File: src/rtl/max_pool_2x2_pkg.sv
// max_pool_2x2_pkg: shared sample width, zero constant and dimension check for pooling stages
package max_pool_2x2_pkg;
   localparam int DATA_WIDTH = 32;
   localparam logic [31:0] FP_ZERO = 32'h0000_0000;
   function automatic bit dims_ok(input int w, input int h);
      return w >= 2 && h >= 2 && w % 2 == 0 && h % 2 == 0;
   endfunction
endpackage

File: src/rtl/max_pool_2x2_fp_max.sv
// fp_max: max of two floats, negatives (incl. -0) clamped to +0 before a magnitude compare
module fp_max
   import max_pool_2x2_pkg::*;
#(
   parameter int W = DATA_WIDTH
) (
   input  logic [W-1:0] a,
   input  logic [W-1:0] b,
   output logic [W-1:0] y
);
   logic [W-1:0] ca;
   logic [W-1:0] cb;
   assign ca = a[W-1] ? W'(FP_ZERO) : a;
   assign cb = b[W-1] ? W'(FP_ZERO) : b;
   assign y  = (ca[W-2:0] >= cb[W-2:0]) ? ca : cb;
endmodule

File: src/rtl/max_pool_2x2.sv
// max_pool_2x2: streaming stride-2 2x2 max pooling over a raster-ordered float feature map
module max_pool_2x2
   import max_pool_2x2_pkg::FP_ZERO, max_pool_2x2_pkg::dims_ok;
#(
   parameter int DATA_WIDTH = max_pool_2x2_pkg::DATA_WIDTH,
   parameter int IMG_WIDTH  = 28,
   parameter int IMG_HEIGHT = 28
) (
   input  logic                  clk,
   input  logic                  rst,
   input  logic [DATA_WIDTH-1:0] data_in,
   input  logic                  valid_in,
   output logic [DATA_WIDTH-1:0] data_out,
   output logic                  valid_out,
   output logic                  frame_done
);
   localparam int HW = IMG_WIDTH / 2;
   localparam int CW = $clog2(IMG_WIDTH);
   localparam int RW = $clog2(IMG_HEIGHT);
   localparam int IW = HW > 1 ? $clog2(HW) : 1;

   if (!dims_ok(IMG_WIDTH, IMG_HEIGHT)) begin : g_bad_dims
      $error("max_pool_2x2: IMG_WIDTH and IMG_HEIGHT must be even and >= 2");
   end

   logic [CW-1:0]         col;
   logic [RW-1:0]         row;
   logic [DATA_WIDTH-1:0] hold;
   logic [DATA_WIDTH-1:0] line_buf [HW];
   logic [DATA_WIDTH-1:0] pair_max;
   logic [DATA_WIDTH-1:0] win_max;
   logic [IW-1:0]         idx;
   logic                  last_col;
   logic                  last_row;

   assign idx      = IW'(col >> 1);
   assign last_col = col == CW'(IMG_WIDTH - 1);
   assign last_row = row == RW'(IMG_HEIGHT - 1);

   // pair_max feeds both the line buffer (even rows) and the final window compare (odd rows)
   fp_max #(.W(DATA_WIDTH)) u_pair (
      .a(hold),
      .b(data_in),
      .y(pair_max)
   );

   fp_max #(.W(DATA_WIDTH)) u_win (
      .a(line_buf[idx]),
      .b(pair_max),
      .y(win_max)
   );

   always_ff @(posedge clk or posedge rst) begin
      if (rst) begin
         col        <= '0;
         row        <= '0;
         hold       <= DATA_WIDTH'(FP_ZERO);
         data_out   <= DATA_WIDTH'(FP_ZERO);
         valid_out  <= 1'b0;
         frame_done <= 1'b0;
      end else begin
         valid_out  <= valid_in && row[0] && col[0];
         frame_done <= valid_in && last_col && last_row;
         if (valid_in) begin
            col <= last_col ? '0 : col + 1'b1;
            if (last_col) row <= last_row ? '0 : row + 1'b1;
            if (!col[0]) hold <= data_in;
            if (row[0] && col[0]) data_out <= win_max;
         end
      end
   end

   // every entry is written on an even row before the odd row reads it, so no reset needed
   always_ff @(posedge clk) begin
      if (valid_in && !row[0] && col[0]) line_buf[idx] <= pair_max;
   end
endmodule

File: config.mk
export PLATFORM = sky130hd
export DESIGN_NAME = max_pool_2x2
export DESIGN_NICKNAME = d
export VERILOG_FILES = /design/src/rtl/max_pool_2x2_pkg.sv /design/src/rtl/max_pool_2x2_fp_max.sv /design/src/rtl/max_pool_2x2.sv
export SDC_FILE = /design/constraint.sdc
export NUM_CORES = 1
export LEC_CHECK = 0
export CAP_MARGIN = 20
export CORE_UTILIZATION = 45
export DETAILED_ROUTE_END_ITERATION = 16
export DONT_BUFFER_PORTS = 1
export PLACE_DENSITY_LB_ADDON = 0.1
export SYNTH_ARGS = -nofsm -noshare
export SYNTH_HDL_FRONTEND = slang
export SYNTH_SLANG_ARGS = --single-unit
File: constraint.sdc
create_clock -name clk -period 6.9 [get_ports clk]
set_input_delay 1.38 -clock clk [delete_from_list [all_inputs] [get_ports clk]]
set_output_delay 1.38 -clock clk [all_outputs]
set_load 0.02 [all_outputs]
Word-level counts from Yosys, hierarchy flattened

Memory sizes are Yosys's and may differ from the RTL's.
Cells that the tools add are included.

Magnitude comparators: 2
Bitwise gates (word level): 1
Add/subtract/negate cells: 2
Reductions and logical operators: 11
Equal/unequal tests: 2
Multiplexer cells: 10

Operators by type and width:

| cell                                        | count |
|---|---|
| 2-to-1 mux 31 bit                           | 4 |
| 2-to-1 mux 32 bit                           | 2 |
| >= comparator 31 bit                        | 2 |
| adder 5 x 1 -> 5 bit, second input constant | 2 |
| == test 5 bit, second input constant        | 2 |
| 2-to-1 mux 5 bit                            | 2 |
| logical AND 1 bit                           | 7 |
| AND reduction 2 bit                         | 3 |
| 2-to-1 mux 1 bit                            | 2 |
| logical NOT 1 bit                           | 1 |
| inverter 1 bit                              | 1 |

Input port bits: 35
Memories kept: 1
Register bits after elaboration: 76
Word-level logic and storage cells: 35
Output and inout bits: 34
RAM bits: 448

Memories:

| name     | depth | bits a word | rd ports | clocked after memory_dff | write ports | line               | RTL |
|---|---|---|---|---|---|---|---|
| line_buf | 14    | 32          | 1        | 0                        | 1           | max_pool_2x2.sv:29 | `logic [DATA_WIDTH-1:0] line_buf [HW];` |

Longest topological paths before layout

Word-level depth: 6
Depth in mapped cells: 22
Depth with buffers taken out: 18

Cells and area by module

From an unflattened synthesis, not the netlist that was laid out.

Cell total of the unflattened synthesis: 1,506
Area total of the unflattened synthesis: 23,278.6 um2

By module, submodules not included:

| module       | instances | area each (um2) | cells an instance |
|---|---|---|---|
| max_pool_2x2 | 1         | 20,058.0        | 1,080 |
| fp_max       | 2         | 1,610.3         | 213 |

Least setup slack after synthesis

No wires, ideal clock.

Path type: input-to-reg
Start: in data_in[31]
End: reg data_out[10]
Cell stages on the path: 19
Path slack: 1.038 ns
Data arrival time: 5.771 ns
Path buffers: 4
Setup time: 0.090 ns
Cells stage by stage: clkbuf_1 > clkbuf_1 > nand2b_1 > ha_1 > and4_1 > a221oi_1 > or3b_1 > nor3_2 > buf_2 > a221o_1 > ha_1 > nor2b_1 > o21ai_0 > o211ai_1 > nand4_1 > a211oi_1 > nand2_1 > clkbuf_1 > o221ai_1

Cells in the longest elaborated chain, start to end: 6

RTL lines:

| element                | line                      | RTL |
|---|---|---|
| start: declaration     | max_pool_2x2.sv:11        | `input logic [DATA_WIDTH-1:0] data_in,` |
| 2-to-1 mux 31 bit *    | max_pool_2x2_fp_max.sv:14 | `assign cb = b[W-1] ? W'(FP_ZERO) : b;` |
| >= comparator 31 bit   | max_pool_2x2_fp_max.sv:15 | `assign y = (ca[W-2:0] >= cb[W-2:0]) ? ca : cb;` |
| 2-to-1 mux 32 bit *    | max_pool_2x2_fp_max.sv:15 |  |
| named net pair_max[0]  | max_pool_2x2.sv:30        | `logic [DATA_WIDTH-1:0] pair_max;` |
| 2-to-1 mux 31 bit *    | max_pool_2x2_fp_max.sv:14 |  |
| >= comparator 31 bit * | max_pool_2x2_fp_max.sv:15 |  |
| 2-to-1 mux 32 bit *    | max_pool_2x2_fp_max.sv:15 |  |
| end signal: assignment | max_pool_2x2.sv:58        | `data_out <= DATA_WIDTH'(FP_ZERO);` |
| end signal: assignment | max_pool_2x2.sv:68        | `if (row[0] && col[0]) data_out <= win_max;` |
| end: declaration       | max_pool_2x2.sv:13        | `output logic [DATA_WIDTH-1:0] data_out,` |

Mark *: on every way through the listed nets, which the timed path passes. The rest lies on a longest branch.
A chain may end at the register's enable or synchronous reset.

Worst setup path after layout

Start: reg hold[31]
End: reg data_out[28]

Cells in the longest elaborated chain, start to end: 6

RTL lines:

| element                  | line                      | RTL |
|---|---|---|
| start: declaration       | max_pool_2x2.sv:28        | `logic [DATA_WIDTH-1:0] hold;` |
| start signal: assignment | max_pool_2x2.sv:57        | `hold <= DATA_WIDTH'(FP_ZERO);` |
| start signal: assignment | max_pool_2x2.sv:67        | `if (!col[0]) hold <= data_in;` |
| 2-to-1 mux 31 bit *      | max_pool_2x2_fp_max.sv:13 | `assign ca = a[W-1] ? W'(FP_ZERO) : a;` |
| >= comparator 31 bit     | max_pool_2x2_fp_max.sv:15 |  |
| 2-to-1 mux 32 bit *      | max_pool_2x2_fp_max.sv:15 |  |
| 2-to-1 mux 31 bit *      | max_pool_2x2_fp_max.sv:14 |  |
| >= comparator 31 bit     | max_pool_2x2_fp_max.sv:15 |  |
| 2-to-1 mux 32 bit *      | max_pool_2x2_fp_max.sv:15 |  |

Every way passes the cells marked *; elsewhere a longest branch is shown, timed or not.

==> flow_metrics.tcl <==
set metrics [dict create \
    status "finished, final reports clean" \
    clock-sinks 509 \
    hp-class "flop to flop" \
    clk_latency_ps 610 \
    drt-wirelength-per-cell_um 26.63 \
    synth-xor-area-share 0.001542 \
    antenna_left 0 \
    worst_hold_slack_ps 503.0 \
    grt_max_degree 70 \
    muxShareOfSynthArea 0.1682 \
    synthSimpleGateAreaFrac 0.05696 \
    area_growth_pct 12.54 \
    synth_top_family_by_area "multiplexers" \
    syn_nets 1466 \
    layout-drive-gt1-share 0.2585 \
    tightest_slew_ps 1024 \
    rsz0062_at_grt "no" \
    synth_edf_count 434 \
    worst_setup_path_end_kind "flop" \
    crit_arrival_ps 6260 \
    drtIter0Drc 1161 \
    slew_headroom 0.3160 \
    most-common-layout-cells "edfxtp_1, mux4_2, nand2_1" \
    cts_tree "done" \
    grt_pass1_vias 12550 \
    root_buffer "clkbuf_16" \
    portBuffers 0 \
    drv_cap 0 \
    die_x_um 226.7 \
    crit_type "flop to flop" \
    antenna_found_initial 0 \
    cts-resized-gates 0 \
    post-dp-hpwl_um 34010 \
    skew_ps 16.47 \
    cts_setup_buffers 0 \
    ys_seq_elements 509 \
    grt_first_pass_wirelength_um 83910 \
    io_pins 69 \
    cp_max_fo 26 \
    coreArea_um2 49360 \
    rows 81 \
    overflow 0 \
    dieArea_um2 51380 \
    drc 0 \
    netlist_area_um2 22710 \
    final.period_utilization 0.8413 \
    drt_pass1_iterations 7 \
    hold_viol_final 0 \
    netlist_instances 1373 \
    drt-total-wl_um 56000 \
    num_vias 12190 \
    gp_congestion 0.8665 \
    synth_adder_area_share 0.03244 \
    cts_made_buffers 54 \
    worstSetupStartpointType "flop" \
    antenna_cells 0 \
    cp.required_ps 7360 \
    final_nets 1487 \
    ys_seq_area_frac 0.6564 \
    synth-compound-area-share 0.05833 \
    clockBufferDepth 3 \
    path_clk_slew_ps 60 \
    synthFlopType "edfxtp_1" \
    power.density_nw_per_um2 420.0 \
    timing.final.crit_period_ps 5805 \
    start_util 0.4602 \
    syn_avg_cell_area_um2 16.54 \
    final_common_cell "edfxtp_1" \
    p_leak_nw 9.127 \
    fin_setup_tns_ps 0 \
    yosysUniqueCellTypes 51 \
    cts.htree.levels 2 \
    async_reset_ff_frac 0.1473 \
    globalRouteTotalUtil 0.2270 \
    ir_worst_vdd_v 0.0002271 \
    drv_slew 0 \
    die_h_um 226.7 \
    ys_warn_count 0 \
    ctsHoldBuffers 0 \
    avgViaCountPerCell 5.795 \
    setup_viol 0 \
    clock.fmax_mhz 172.3 \
]
through the flow:
stage / std cells / cell area (um^2) / worst slack (ps) / util / power, W
after floorplan: 1373 / 22710 / 1038 / - / 0.006694
after global placement: 2002 / 23740 / 672.7 / 0.4809 / 0.007845
after detailed placement: 2002 / 23740 / 573.6 / 0.4809 / 0.007878
after CTS: 2103 / 25560 / 1085 / 0.5179 / 0.01085
after global routing: 2103 / 25560 / 624.5 / 0.5179 / 0.01130
final: 2103 / 25560 / 1095 / 0.5179 / 0.01074
cell families (layout without fill, tap and decap cells):
logic type,Yosys count,count (layout)
fa+ha+maj,59,59
flops,509,509
simple gates,269,269
other cells,1,1
buf+inv,152,218
xor+xnor,4,4
mux,220,220
compound gates,159,159
cell usage after synthesis (33+ instances only):
cell type    n  area [um^2]
clkbuf_1    53        198.9
dfrtp_1     75         1877
edfxtp_1   434        13030
ha_1        58        725.7
inv_1       76        285.3
mux2_2      64        720.7
mux2i_1     33        330.3
mux4_2     123         2770
nand2_1     99        371.6
nand2b_1    52        325.3
nor2_1      53        198.9
o21ai_0     35        175.2
metal layers:
layer | GRT usage | share of wire | vias up | wire [um]
li1 | - | - | 5437 | -
met1 | 0.3174 | 0.44 | 6377 | 24570
met2 | 0.3611 | 0.48 | 301 | 26760
met3 | 0.05093 | 0.062 | 72 | 3470
met4 | 0.05493 | 0.021 | 0 | 1198
met5 | 0 | 0 | - | 0
path summary, 6_finish.rpt:
| path | from | endpoint | slack (ps) | cells past startpoint |
|---|---|---|---|---|
| min in group asynchronous | rst | row[2] | 520 | 1 |
| hold reg to reg | hold[30] | hold[30] | 500 | 1 |
| setup / recovery | hold[31] | data_out[28] | 1090 | 17 |
| setup reg to reg | hold[31] | data_out[28] | 1090 | 17 |
| max in group asynchronous | rst | col[2] | 5130 | 2 |
| hold / removal | hold[30] | hold[30] | 500 | 1 |
worst max-delay path, cell delays in order, from the launching register on:
cell,delay (ps)
dfrtp_1,530
buf_4,290
nor2b_1,340
ha_1,290
and4_1,160
a221o_1,580
o21ai_1,670
buf_4,300
o21ai_0,120
a221oi_2,380
ha_1,320
nand4_1,170
nor4_1,100
a2bb2oi_1,160
nand4_1,170
a211oi_4,460
buf_4,410
o221ai_1,180
power breakdown:
| part | internal (W) | switching, W | total, W | leakage, nW |
|---|---|---|---|---|
| logic | 0.00147 | 0.00203 | 0.00350 | 3.33 |
| registers | 0.00391 | 0.000364 | 0.00428 | 4.90 |
| clock network | 0.00174 | 0.00121 | 0.00295 | 0.900 |
state kept, by name, indices dropped and copies added, names as in the netlist:
name	count
line_buf	434
frame_done	1
hold	32
valid_out	1
col	5
row	5
data_out	31
layout make-up:
| cell class | count | area (um^2) |
|---|---|---|
| Clock buffer | 68 | 1475 |
| Clock inverter | 33 | 349.1 |
| Fill cell | 4030 | 23790 |
| Multi-Input combinational cell | 712 | 7368 |
| Inverter | 76 | 286.5 |
| Tap cell | 664 | 830.8 |
| Timing Repair Buffer | 41 | 332.8 |
| Sequential cell | 509 | 14920 |
Note: power is estimated with default switching activity, not from simulation.
